File: src/rtl/clkmon_pkg.sv
// Shared types, constants and helpers for the divided-clock monitor.
package clkmon_pkg;

  // IDLE waits for the first rising edge; MEAS measures rise-to-rise periods.
  typedef enum logic {
    IDLE = 1'b0,
    MEAS = 1'b1
  } clkmon_state_t;

  // A period longer than TIMEOUT_MULT expected periods is treated as a stopped clock.
  localparam int TIMEOUT_MULT = 4;

  // High time is acceptable when it is either half of an odd period (rounded down or up)
  // or exactly half of an even one.
  function automatic logic duty_ok(input int high, input int div);
    return (high == div / 2) || (high == (div + 1) / 2);
  endfunction

endpackage

File: src/rtl/sync_edge_det.sv
// Synchronizer for an asynchronous level plus a registered rising-edge detector.
// 'level' is the edge-detect flop, so it is time-aligned with 'rise':
// whenever rise=1, level=1 in the same cycle.
module sync_edge_det #(
  parameter int SYNC_STG = 2
) (
  input  logic clk,
  input  logic rstn,
  input  logic din,
  output logic level,
  output logic rise
);

  logic [SYNC_STG-1:0] sync_q;
  logic                sync;
  logic                sync_d;

  assign sync  = sync_q[SYNC_STG-1];
  assign level = sync_d;

  // Metastability chain: din enters at bit 0 and leaves at the top bit.
  always_ff @(posedge clk or negedge rstn) begin
    if (!rstn) begin
      sync_q <= '0;
    end else begin
      sync_q <= {sync_q[SYNC_STG-2:0], din};
    end
  end

  // One extra flop for edge detection; the rise pulse itself is registered.
  always_ff @(posedge clk or negedge rstn) begin
    if (!rstn) begin
      sync_d <= 1'b0;
      rise   <= 1'b0;
    end else begin
      sync_d <= sync;
      rise   <= sync & ~sync_d;
    end
  end

endmodule

File: src/rtl/clkdiv_monitor.sv
// Divided-clock checker: measures period and high time of clk_div in clk cycles,
// flags ratio/duty errors and reports lock after LOCK_CNT clean periods.
// Optional feature macro: CLKMON_TIMEOUT_EN (adds 'stuck' output and stopped-clock timeout).
// Handshake: meas_valid is a single-cycle strobe with no ready; period_cnt, high_cnt,
// ratio_err and duty_err are valid in that cycle and hold until the next strobe.
module clkdiv_monitor
  import clkmon_pkg::*;
#(
  parameter int DIV_EXP  = 7,
  parameter int CNT_W    = 8,
  parameter int LOCK_CNT = 4,
  parameter int SYNC_STG = 2
) (
  input  logic             clk,
  input  logic             rstn,
  input  logic             clk_div,
  output logic [CNT_W-1:0] period_cnt,
  output logic [CNT_W-1:0] high_cnt,
  output logic             meas_valid,
  output logic             ratio_err,
  output logic             duty_err,
  output logic             locked,
  output clkmon_state_t    state_dbg
`ifdef CLKMON_TIMEOUT_EN
  ,
  output logic             stuck
`endif
);

  localparam int GR_W = $clog2(LOCK_CNT + 1);
  localparam logic [CNT_W-1:0] CNT_MAX  = '1;
  localparam logic [CNT_W-1:0] DIV_VAL  = CNT_W'(DIV_EXP);
  localparam logic [GR_W-1:0]  LOCK_VAL = GR_W'(LOCK_CNT);
`ifdef CLKMON_TIMEOUT_EN
  localparam logic [CNT_W-1:0] TIMEOUT_VAL = CNT_W'(TIMEOUT_MULT * DIV_EXP);
`endif

  clkmon_state_t    state_q, state_d;
  logic             level, rise;
  logic [CNT_W-1:0] cnt, hcnt;
  logic [GR_W-1:0]  good_run, good_inc;
  logic             meas_fire;
  logic             timeout_fire;
  logic             ratio_bad, duty_bad;

  sync_edge_det #(
    .SYNC_STG (SYNC_STG)
  ) u_sync (
    .clk   (clk),
    .rstn  (rstn),
    .din   (clk_div),
    .level (level),
    .rise  (rise)
  );

  assign state_dbg = state_q;
  assign ratio_bad = (cnt != DIV_VAL);
  assign duty_bad  = !duty_ok(int'(hcnt), DIV_EXP);
  assign good_inc  = (good_run == LOCK_VAL) ? good_run : good_run + 1'b1;

  // FSM state register.
  always_ff @(posedge clk or negedge rstn) begin
    if (!rstn) begin
      state_q <= IDLE;
    end else begin
      state_q <= state_d;
    end
  end

  // Next state and event strobes: first rise arms, later rises complete a measurement.
  always_comb begin
    state_d      = state_q;
    meas_fire    = 1'b0;
    timeout_fire = 1'b0;
    case (state_q)
      IDLE: begin
        if (rise) state_d = MEAS;
      end
      MEAS: begin
        if (rise) begin
          meas_fire = 1'b1;
`ifdef CLKMON_TIMEOUT_EN
        end else if (cnt == TIMEOUT_VAL) begin
          timeout_fire = 1'b1;
          state_d      = IDLE;
`endif
        end
      end
      default: state_d = IDLE;
    endcase
  end

  // Period and high-time counters; a rise restarts both with the current (high) cycle counted.
  always_ff @(posedge clk or negedge rstn) begin
    if (!rstn) begin
      cnt  <= '0;
      hcnt <= '0;
    end else if (rise) begin
      cnt  <= CNT_W'(1);
      hcnt <= CNT_W'(1);
    end else if (state_q == MEAS) begin
      if (cnt != CNT_MAX) cnt <= cnt + 1'b1;
      if (level && (hcnt != CNT_MAX)) hcnt <= hcnt + 1'b1;
    end
  end

  // Measurement outputs, error flags and lock tracking.
  always_ff @(posedge clk or negedge rstn) begin
    if (!rstn) begin
      period_cnt <= '0;
      high_cnt   <= '0;
      meas_valid <= 1'b0;
      ratio_err  <= 1'b0;
      duty_err   <= 1'b0;
      locked     <= 1'b0;
      good_run   <= '0;
`ifdef CLKMON_TIMEOUT_EN
      stuck      <= 1'b0;
`endif
    end else begin
      meas_valid <= meas_fire;
      if (meas_fire) begin
        period_cnt <= cnt;
        high_cnt   <= hcnt;
        ratio_err  <= ratio_bad;
        duty_err   <= duty_bad;
`ifdef CLKMON_TIMEOUT_EN
        stuck      <= 1'b0;
`endif
        if (ratio_bad || duty_bad) begin
          good_run <= '0;
          locked   <= 1'b0;
        end else begin
          good_run <= good_inc;
          locked   <= (good_inc == LOCK_VAL);
        end
      end else if (timeout_fire) begin
`ifdef CLKMON_TIMEOUT_EN
        stuck    <= 1'b1;
`endif
        locked   <= 1'b0;
        good_run <= '0;
      end
    end
  end

endmodule

File: config.mk
export PLATFORM = sky130hd
export DESIGN_NAME = clkdiv_monitor
export DESIGN_NICKNAME = d
export VERILOG_FILES = /design/src/rtl/clkmon_pkg.sv /design/src/rtl/sync_edge_det.sv /design/src/rtl/clkdiv_monitor.sv
export SDC_FILE = /design/constraint.sdc
export NUM_CORES = 1
export LEC_CHECK = 0
export CORE_MARGIN = 3
export CORE_UTILIZATION = 55
export CTS_CLUSTER_DIAMETER = 100
export CTS_CLUSTER_SIZE = 12
export DETAILED_ROUTE_END_ITERATION = 10
export PLACE_DENSITY = 0.79
export SLEW_MARGIN = 15
export SYNTH_ARGS = -nofsm -noshare
export SYNTH_HDL_FRONTEND = slang
export SYNTH_SLANG_ARGS = --single-unit
File: constraint.sdc
create_clock -name clk -period 2 [get_ports clk]
set_input_delay 0.6 -clock clk [delete_from_list [all_inputs] [get_ports clk]]
set_output_delay 0.6 -clock clk [all_outputs]
set_load 0.01 [all_outputs]
* Yosys cells after proc, flatten, opt, wreduce, memory -nomap -nowiden *
Index checks and enable logic that the tools add are counted.

operators by class
  $add $sub $neg = 3
  mux-type cells = 12
  reductions and logical operators = 9
  equality and inequality tests = 7
  bitwise operators = 2

operators by type and width
  cell                                           number
  two-way mux 8 bit                              6
  adder 8 x 1 -> 8 bit, second input constant    2
  != test 8 bit, second input constant           2
  == test 8 x 3 -> 1 bit, second input constant  1
  == test 8 x 4 -> 1 bit, second input constant  1
  != test 8 x 3 -> 1 bit, second input constant  1
  == test 3 bit, second input constant           2
  two-way mux 3 bit                              2
  nonzero test 2 bit                             3
  two-way mux 1 bit                              4
  AND reduction 2 bit                            2
  adder 3 x 1 -> 3 bit, second input constant    1
  logical OR 1 bit                               2
  bitwise AND 1 bit                              1
  logical AND 1 bit                              1
  logical NOT 1 bit                              1
  inverter 1 bit                                 1

word-level totals
  output and inout port bits = 21
  word-level logic and storage cells = 46
  bits of input ports = 3
  flip-flop bits (word level) = 44

* Longest topological paths before layout *
Gate-level depths: netlist (run 1).

  depth after elaboration = 5
  gate-level depth with buffers = 6
  mapped depth without buffers = 6

* Hierarchy *
A second synthesis (run 1) with hierarchy kept.

second synthesis, totals
  cells, all modules = 203
  area total of the unflattened synthesis = 2021.9 µm²

modules (own cells, without submodules)
  module          area each (µm²)  seq. area each (µm²)  cells each  times used
  clkdiv_monitor  1908.1           1001.0                198         1
  sync_edge_det   113.9            100.1                 5           1

* Worst setup path after synthesis (run 1) *
Ideal clock, no wire load.

  path type = register to register
  from = register hcnt[0]
  to = register hcnt[5]
  library setup time = 0.078 ns
  cell stages (with the launch flop) = 6
  setup slack = 0.414 ns
  path buffers = 0
  data arrival time = 1.508 ns
  path through = dfrtp_1 -> ha_1 -> and3_1 -> a21o_1 -> or3_1 -> a21oi_1

on the way
  cells in the longest elaborated chain, start to end = 4
  elaborated cells between the ends (all ways) = 8

ends and longest elaborated chain
  what                                                             line                   text
  from (decl)                                                      clkdiv_monitor.sv:40   logic [CNT_W-1:0] cnt, hcnt;
  from (signal assigned)                                           clkdiv_monitor.sv:103  if (level && (hcnt != CNT_MAX)) hcnt <= hcnt + 1'b1;
  adder 8 x 1 -> 8 bit / != test 8 bit (equally long branches)     clkdiv_monitor.sv:103
  two-way mux 8 bit / logical AND 1 bit (equally long branches)    clkdiv_monitor.sv:103
  two-way mux 8 bit / nonzero test 2 bit (equally long branches)   -
  two-way mux 8 bit / AND reduction 2 bit (equally long branches)  -

Parallel ways exist; a longest one is shown, timed or not. The select of a mux whose other input is x is not followed.
A chain may end at the register's enable or synchronous reset.

* Worst setup path after layout (run 1) *
  from = register state_q (netlist: state_dbg)
  to = output port state_dbg

RTL lines
  what                    line                  text
  from (decl)             clkdiv_monitor.sv:38  clkmon_state_t state_q, state_d;
  from (signal assigned)  clkdiv_monitor.sv:66  state_q <= state_d;
  to (decl)               clkdiv_monitor.sv:23  output clkmon_state_t state_dbg

No word-level cell between the ends.

==> results of run 1 <==
-- routing by layer --
layer / GRT usage / vias to the layer above / routed length, µm
li1: - / 691 / -
met1: 0.257 / 722 / 1700
met2: 0.299 / 36 / 1780
met3: 0.0607 / 9 / 163
met4: 0.0861 / 0 / 60
met5: 0 / - / 0
-- cell families (layout without fill, tap and decap cells) --
logic type	Yosys count	in the layout
compound gates	27	27
fa+ha+maj	7	7
xor+xnor	3	3
mux	19	19
simple gates	66	66
flops	44	44
buf+inv	12	43
-- sequential cells by signal (all words and copies together), names as in the netlist --
register,cells
high_cnt,8
meas_valid,1
u_sync.sync_q,2
u_sync.rise,1
state_dbg,1
period_cnt,8
cnt,8
ratio_err,1
u_sync.level,1
good_run,3
hcnt,8
locked,1
duty_err,1
-- what timing repair did --
item | CTS | global route
gates resized for setup | 1 | 0
pin swaps | 0 | 0
buffers inserted | 0 | 3
setup endpoints to repair | 1 | 1
hold buffers | 0 | 0
-- layout by cell type, fill, tap and decap left out, drive strengths merged, types with 4 or more instances in the layout --
| cell type | synthesis | layout |
|---|---|---|
| dfrtp | 44 | 44 |
| a21oi | 5 | 5 |
| inv | 5 | 5 |
| o21ai | 12 | 12 |
| nand2 | 18 | 18 |
| buf | 3 | 8 |
| mux2 | 15 | 15 |
| nand3 | 6 | 6 |
| clkdlybuf4s50 | 0 | 22 |
| nor3b | 4 | 4 |
| clkbuf | 4 | 6 |
| nor3 | 5 | 5 |
| nor2 | 8 | 8 |
| mux2i | 4 | 4 |
| ha | 7 | 7 |
-- cell type report --
type,instances,share of cell area
flip-flops and latches,44,0.448
multi-input cells,122,0.360
repair buffers,30,0.118
clock buffers,6,0.0295
well taps,46,0.0234
clock inverters,2,0.0142
inverters,5,0.00762
-- power groups by stage --
stage	clock network [mW]	registers, mW	logic [mW]
after floorplan	0	1.20	0.353
after global placement	0	1.21	0.563
after detailed placement	0	1.23	0.575
after CTS	0.683	1.21	0.582
after global routing	0.724	1.24	0.640
final	0.661	1.21	0.572
-- stage by stage --
| step | utilization | power, mW |
|---|---|---|
| floorplan | - | 1.55 |
| global placement | 0.672 | 1.78 |
| detailed placement | 0.672 | 1.80 |
| CTS | 0.703 | 2.47 |
| global route | 0.710 | 2.60 |
| finish | 0.710 | 2.44 |
-- final timing paths --
check	slack (ns)	to	cells past startpoint
worst max-delay path	0.11	state_dbg	1
worst min-delay path	0.23	ratio_err$_DFFE_PN0P_	1
worst max register to register	0.26	hcnt[1]$_DFFE_PN0P_	5
worst min register to register	0.37	u_sync.sync_q[1]$_DFF_PN0_	0
max in group asynchronous	1.28	cnt[0]$_DFFE_PN0P_	2
min in group clk	0.37	u_sync.sync_q[1]$_DFF_PN0_	0
==> flow_summary.rst, run 1 <==
.. list-table::
   :header-rows: 1

   * - Metric
     - Value
   * - Outcome
     - complete, no violations
   * - Layout Nets
     - 218
   * - Relative slew slack
     - 0.701
   * - Count of vias placed by the detailed router
     - 1,458
   * - Sequential share of power
     - 0.496
   * - Cell type of the slowest stage on the worst timing path
     - sky130_fd_sc_hd__clkdlybuf4s50_1
   * - Count of synthesis-stage warnings from yosys
     - 0
   * - Part of the total power dissipated in the clock network
     - 0.270
   * - EDFF count, synth
     - 0
   * - Clock Tree Root
     - sky130_fd_sc_hd__clkbuf_8
   * - Wire length of the first global-routing pass
     - 6490 µm
   * - Post-synthesis mux area share
     - 0.102
   * - Design Area, Final
     - 2460 µm²
   * - Number of detailed-route iterations in the first pass
     - 4
   * - Comb pwr share
     - 0.234
   * - Power per Cell Area
     - 992 nW/µm²
   * - Switching share of total power
     - 0.294
   * - Total track usage
     - 0.197
   * - CP top delay family
     - buffers and inverters
   * - Area share of the largest cell type after synthesis
     - 0.538
   * - Via count of the first global-routing pass
     - 1,432
   * - Adder-cell share of the synthesized area
     - 0.0428
   * - Diode count
     - 0
   * - Clock tree from TritonCTS
     - yes
   * - Detailed placement HPWL
     - 2600 µm
   * - Reg-to-Reg Start
     - hcnt[0]$_DFFE_PN0P_
   * - Die X
     - 67.0 µm
   * - Post-synthesis share of cell area spent on xor and xnor gates
     - 0.0128
   * - Remaining antenna violation count after routing
     - 0
   * - Worst-skew pair later-pin latency
     - 0.30 ns
   * - Cell Chain, Critical Path
     - clkdlybuf4s50_1
   * - Filler-free cell count of the finished design
     - 255
   * - Timing startpoint of the critical path
     - state_dbg$_DFF_PN0_
   * - H-Tree Depth
     - 2
   * - Setup WS pre-CTS
     - 0.299 ns
   * - Total Routed Length
     - 3700 µm
   * - FF+latch area
     - 1100 µm²
   * - Filler Cells Inserted
     - 272
   * - Fraction of final layout cells with drive strength greater than 1
     - 0.187
   * - Most used flip-flop cell after synthesis
     - sky130_fd_sc_hd__dfrtp_1
   * - Worst min path class
     - input pin to async pin
   * - Ranking of synthesized cells by area
     - sky130_fd_sc_hd__dfrtp_1, sky130_fd_sc_hd__mux2_2, sky130_fd_sc_hd__ha_1, sky130_fd_sc_hd__nand2_1, sky130_fd_sc_hd__o21ai_0
   * - Placed instance area
     - 2330 µm²
   * - Post-synthesis simple-gate area fraction
     - 0.192
   * - CTS Sinks
     - 44
   * - Sw power
     - 719 µW
   * - Area leader, netlist
     - sky130_fd_sc_hd__dfrtp_1
   * - Initial cell density of the core
     - 0.590
   * - Post-route DRC violation count
     - 0
   * - Most common cell in the netlist
     - sky130_fd_sc_hd__dfrtp_1
   * - Clock buffer count from CTS
     - 5
   * - Crit path max fanout
     - 7
   * - Hold slack final
     - 0.234 ns
   * - Post-synthesis compound-gate area fraction
     - 0.0831
   * - Placeable Area
     - 3470 µm²
   * - Initial antenna violation count
     - 0
   * - Multi-input logic area
     - 886 µm²
   * - Worst setup slack after layout
     - 0.115 ns
   * - Cell row count
     - 21
   * - Layout overhead on the synthesized area
     - 20.3%
   * - Critical Setup Path Class
     - flop to output pin
   * - CP endpoint kind
     - output pin
   * - Minimum period implied by the final worst setup slack
     - 1.89 ns
   * - Commonest cells post-synth
     - sky130_fd_sc_hd__dfrtp_1, sky130_fd_sc_hd__nand2_1, sky130_fd_sc_hd__mux2_2
   * - Fraction of the cycle the final worst path needs
     - 0.943
   * - Port bufs
     - 23
   * - Post-Place Cells
     - 244
   * - Final Hold Fails
     - 0
   * - Maximum Capacitance Violations
     - 0
   * - Slew at the pin with the worst max-slew slack
     - 0.449 ns
   * - Area of the die
     - 4490 µm²
   * - Arrival time worst endpoint
     - 1.29 ns
   * - Vert. Die Dim
     - 67.0 µm
   * - Final routed wire length divided by cell count
     - 14.5 µm
   * - Largest family of logic cells by synthesized area
     - simple AND/OR/NAND/NOR gates
   * - Net count of the mapped netlist
     - 188
   * - Internal Power
     - 1.72 mW
   * - Post-Syn Area
     - 2050 µm²
   * - First-iteration detailed-routing DRC count
     - 119
   * - Setup TNS
     - 0 ns
   * - Leakage power summed over all cells
     - 1.08 nW
   * - Number of vias per cell after detailed routing
     - 5.72
   * - Slowest cell delay on critical path
     - 0.56 ns
   * - Flops & latches, synth
     - 44
   * - Category of the worst setup path launch point
     - flop
   * - Data required time of the critical path
     - 1.40 ns
   * - Setup repair after global routing missed its margin
     - false
   * - Worst Clk Skew
     - 0.00662 ns
   * - CP Buf/Inv Count
     - 1
   * - Mean cell area of the mapped netlist
     - 11.5 µm²
   * - GR Overflow Total
     - 0
   * - Count of different cell masters after synthesis
     - 42
   * - FMAX
     - 530 MHz
   * - Top-level I/O count
     - 24
   * - Portion of the post-synthesis area used by sequential elements
     - 0.538
   * - Largest vdd supply drop
     - 0.541 mV
   * - Number of cells produced by synthesis
     - 178
   * - Max-slew violations
     - 0
   * - Largest net degree at the start of global routing
     - 26
   * - Finish-stage setup viols
     - 0
   * - Post-CTS clock slew at the launch and capture registers of the worst setup and hold paths
     - 0.08 ns
   * - Final GP Congestion
     - 0.836
   * - Worst-case clock buffer depth
     - 2
   * - Async set or reset register ratio after synthesis
     - 1.00
No activity file was read; power rests on OpenSTA's default activity.
==> inputs of run 2 (changes only) <==
--- a/config.mk
+++ b/config.mk
@@ -6,11 +6,11 @@
 export NUM_CORES = 1
 export LEC_CHECK = 0
 export CORE_MARGIN = 3
-export CORE_UTILIZATION = 55
+export CORE_UTILIZATION = 49
 export CTS_CLUSTER_DIAMETER = 100
 export CTS_CLUSTER_SIZE = 12
 export DETAILED_ROUTE_END_ITERATION = 10
-export PLACE_DENSITY = 0.79
+export PLACE_DENSITY = 0.74
 export SLEW_MARGIN = 15
 export SYNTH_ARGS = -nofsm -noshare
 export SYNTH_HDL_FRONTEND = slang
==> constraint.sdc (replaced) <==
create_clock -name clk -period 1.5 [get_ports clk]
set_input_delay 0.45 -clock clk [delete_from_list [all_inputs] [get_ports clk]]
set_output_delay 0.45 -clock clk [all_outputs]
set_load 0.01 [all_outputs]
==> run 2 against run 1 <==
The flow now finishes with violations (setup timing). Global-route usage up 0.26 points. Clock power up 34%. Core utilization grew 0.95 points. Largest power group unchanged. Register-to-register slack worse by 0.35 ns. Hold slack worse by 0.12 ns. Critical endpoint is now good_run[2]$_DFFE_PN0P_. Worst setup slack got worse by 0.21 ns. Flip-flop and latch count stayed put.
==> flow_summary.rst, run 2 (synthesized netlist as in run 1, its figures left out) <==
.. list-table::
   :header-rows: 1

   * - Metric
     - Value
   * - Outcome
     - finished, violations left
   * - Violations in the final reports
     - setup timing
   * - Placeable Area
     - 3850 µm²
   * - Fraction of final layout cells with drive strength greater than 1
     - 0.361
   * - Number of detailed-route iterations in the first pass
     - 4
   * - Detailed placement HPWL
     - 3240 µm
   * - Relative slew slack
     - 0.740
   * - Total Routed Length
     - 4620 µm
   * - Cell type of the slowest stage on the worst timing path
     - sky130_fd_sc_hd__or4_4
   * - Clock buffer count from CTS
     - 5
   * - Setup TNS
     - -0.400 ns
   * - Hold slack final
     - 0.115 ns
   * - FMAX
     - 627 MHz
   * - Initial cell density of the core
     - 0.531
   * - GR Overflow Total
     - 0
   * - Timing startpoint of the critical path
     - hcnt[6]$_DFFE_PN0P_
   * - Worst path depth
     - 4
   * - Arrival time worst endpoint
     - 1.80 ns
   * - Number of vias per cell after detailed routing
     - 5.61
   * - Crit path max fanout
     - 3
   * - Final routed wire length divided by cell count
     - 16.0 µm
   * - Layout Nets
     - 250
   * - Layout overhead on the synthesized area
     - 35.5%
   * - Leakage power summed over all cells
     - 1.31 nW
   * - First-iteration detailed-routing DRC count
     - 86
   * - Remaining antenna violation count after routing
     - 0
   * - Diode count
     - 0
   * - Slowest cell delay on critical path
     - 0.55 ns
   * - Finish-stage setup viols
     - 7
   * - CTS Sinks
     - 44
   * - Via count of the first global-routing pass
     - 1,575
   * - Total track usage
     - 0.199
   * - Post-CTS clock slew at the launch and capture registers of the worst setup and hold paths
     - 0.08 ns
   * - Setup repair after global routing missed its margin
     - true
   * - Category of the worst setup path launch point
     - flop
   * - R2R cell count
     - 4
   * - Area of the die
     - 4990 µm²
   * - Number of buffers inserted by hold repair at cts
     - 0
   * - Worst-case clock buffer depth
     - 2
   * - Power per Cell Area
     - 1280 nW/µm²
   * - Largest vdd supply drop
     - 0.706 mV
   * - Port bufs
     - 23
   * - Reg-to-Reg Start
     - hcnt[6]$_DFFE_PN0P_
   * - Post-route DRC violation count
     - 0
   * - Largest net degree at the start of global routing
     - 45
   * - Final Hold Fails
     - 0
   * - Cell Chain, Critical Path
     - or4_4, nor3_4, nand2_2, a221oi_2
   * - Clock tree from TritonCTS
     - yes
   * - Worst min path class
     - input pin to async pin
   * - Fraction of the cycle the final worst path needs
     - 1.06
   * - Most common library cell in the layout ignoring fill and taps
     - sky130_fd_sc_hd__dfrtp_1
   * - Placed instance area
     - 2550 µm²
   * - H-Tree Depth
     - 2
   * - Top-level I/O count
     - 24
   * - Setup WS pre-CTS
     - -0.0884 ns
   * - Worst Clk Skew
     - 0.00436 ns
   * - Final GP Congestion
     - 0.955
   * - Data required time of the critical path
     - 1.71 ns
   * - CP Buf/Inv Count
     - 0
   * - Max-slew violations
     - 0
   * - Maximum Capacitance Violations
     - 0
   * - Cell row count
     - 22
   * - Worst setup slack after layout
     - -0.0938 ns
   * - Clock Tree Root
     - sky130_fd_sc_hd__clkbuf_8
   * - Leading cell types in the layout, fill and taps excluded
     - sky130_fd_sc_hd__dfrtp_1, sky130_fd_sc_hd__buf_4, sky130_fd_sc_hd__dlygate4sd2_1, sky130_fd_sc_hd__nand2_1, sky130_fd_sc_hd__mux2_2
   * - Slew at the pin with the worst max-slew slack
     - 0.387 ns
   * - Critical Setup Path Class
     - flop to flop
   * - Filler Cells Inserted
     - 282
   * - Die X
     - 70.6 µm
   * - Initial antenna violation count
     - 0
   * - CP top delay family
     - simple AND/OR/NAND/NOR gates
   * - Vert. Die Dim
     - 70.6 µm
   * - Worst R2R Setup Slack
     - -0.09 ns
   * - Worst-skew pair later-pin latency
     - 0.30 ns
   * - CP endpoint kind
     - flop
   * - Minimum period implied by the final worst setup slack
     - 1.59 ns
   * - Wire length of the first global-routing pass
     - 7800 µm
   * - End of the worst register-to-register path
     - good_run[2]$_DFFE_PN0P_
   * - Design Area, Final
     - 2770 µm²
   * - Count of vias placed by the detailed router
     - 1,622
==> run 2: cell types whose count changed in the layout (fill, tap and decap cells not counted), moves of 2 or more <==
cell,delta
sky130_fd_sc_hd__o21ai_0,-3
sky130_fd_sc_hd__and3_4,+2
sky130_fd_sc_hd__ha_2,+3
sky130_fd_sc_hd__mux2i_1,-2
sky130_fd_sc_hd__dlygate4sd2_1,+21
sky130_fd_sc_hd__clkdlybuf4s50_1,-21
sky130_fd_sc_hd__o21ai_1,+3
sky130_fd_sc_hd__mux2i_2,+2
sky130_fd_sc_hd__ha_1,-4
sky130_fd_sc_hd__buf_4,+31
==> run 2: worst register-to-register path: stages (launching register included) <==
cell	delay, ns
sky130_fd_sc_hd__dfrtp_1	0.38
sky130_fd_sc_hd__or4_4	0.55
sky130_fd_sc_hd__nor3_4	0.18
sky130_fd_sc_hd__nand2_2	0.11
sky130_fd_sc_hd__a221oi_2	0.27
==> run 2: area by class of cell <==
cell class / instances / area [µm²] / share of cell area
Sequential cell: 44 / 1100 / 0.398
Clock inverter: 2 / 35.0 / 0.0126
Multi-Input combinational cell: 122 / 976 / 0.352
Timing Repair Buffer: 62 / 508 / 0.183
Clock buffer: 6 / 72.6 / 0.0262
Inverter: 5 / 18.8 / 0.00677
Tap cell: 48 / 60.1 / 0.0217
==> run 2: worst max-delay path by stage <==
stage	to	slack, ns
after CTS	good_run[2]$_DFFE_PN0P_	-0.07
after global routing	good_run[2]$_DFFE_PN0P_	-0.18
after floorplan	good_run[2]$_DFFE_PN0P_	-0.03
after detailed placement	locked$_DFFE_PN0P_	-0.09
after global placement	good_run[2]$_DFFE_PN0P_	-0.03
final	good_run[2]$_DFFE_PN0P_	-0.09
==> run 2: layer usage <==
layer / part of all wire / GRT usage / up-vias
li1: - / - / 759
met1: 0.45 / 0.254 / 793
met2: 0.48 / 0.326 / 61
met3: 0.059 / 0.0582 / 9
met4: 0.016 / 0.0689 / 0
met5: 0 / 0 / -
==> run 2: what timing repair did <==
action / 4_1_cts / 5_1_grt
resized for setup: 34 / 9
endpoints found under the setup margin: 29 / 17
buffers inserted: 4 / 4
pin swaps: 9 / 4
==> run 2: metrics by stage <==
stage	std cells	util	total power [mW]
final	289	0.719	3.56
after global routing	289	0.719	3.77
after CTS	285	0.701	3.47
after detailed placement	273	0.661	2.59
after global placement	273	0.661	2.51
after floorplan	178	-	2.07
==> run 2: power by group <==
group	switching (mW)	leakage, nW	total (mW)	internal, mW
Combinational	0.509	0.680	1.10	0.595
Sequential	0.189	0.573	1.57	1.38
Clock	0.391	0.0552	0.885	0.494
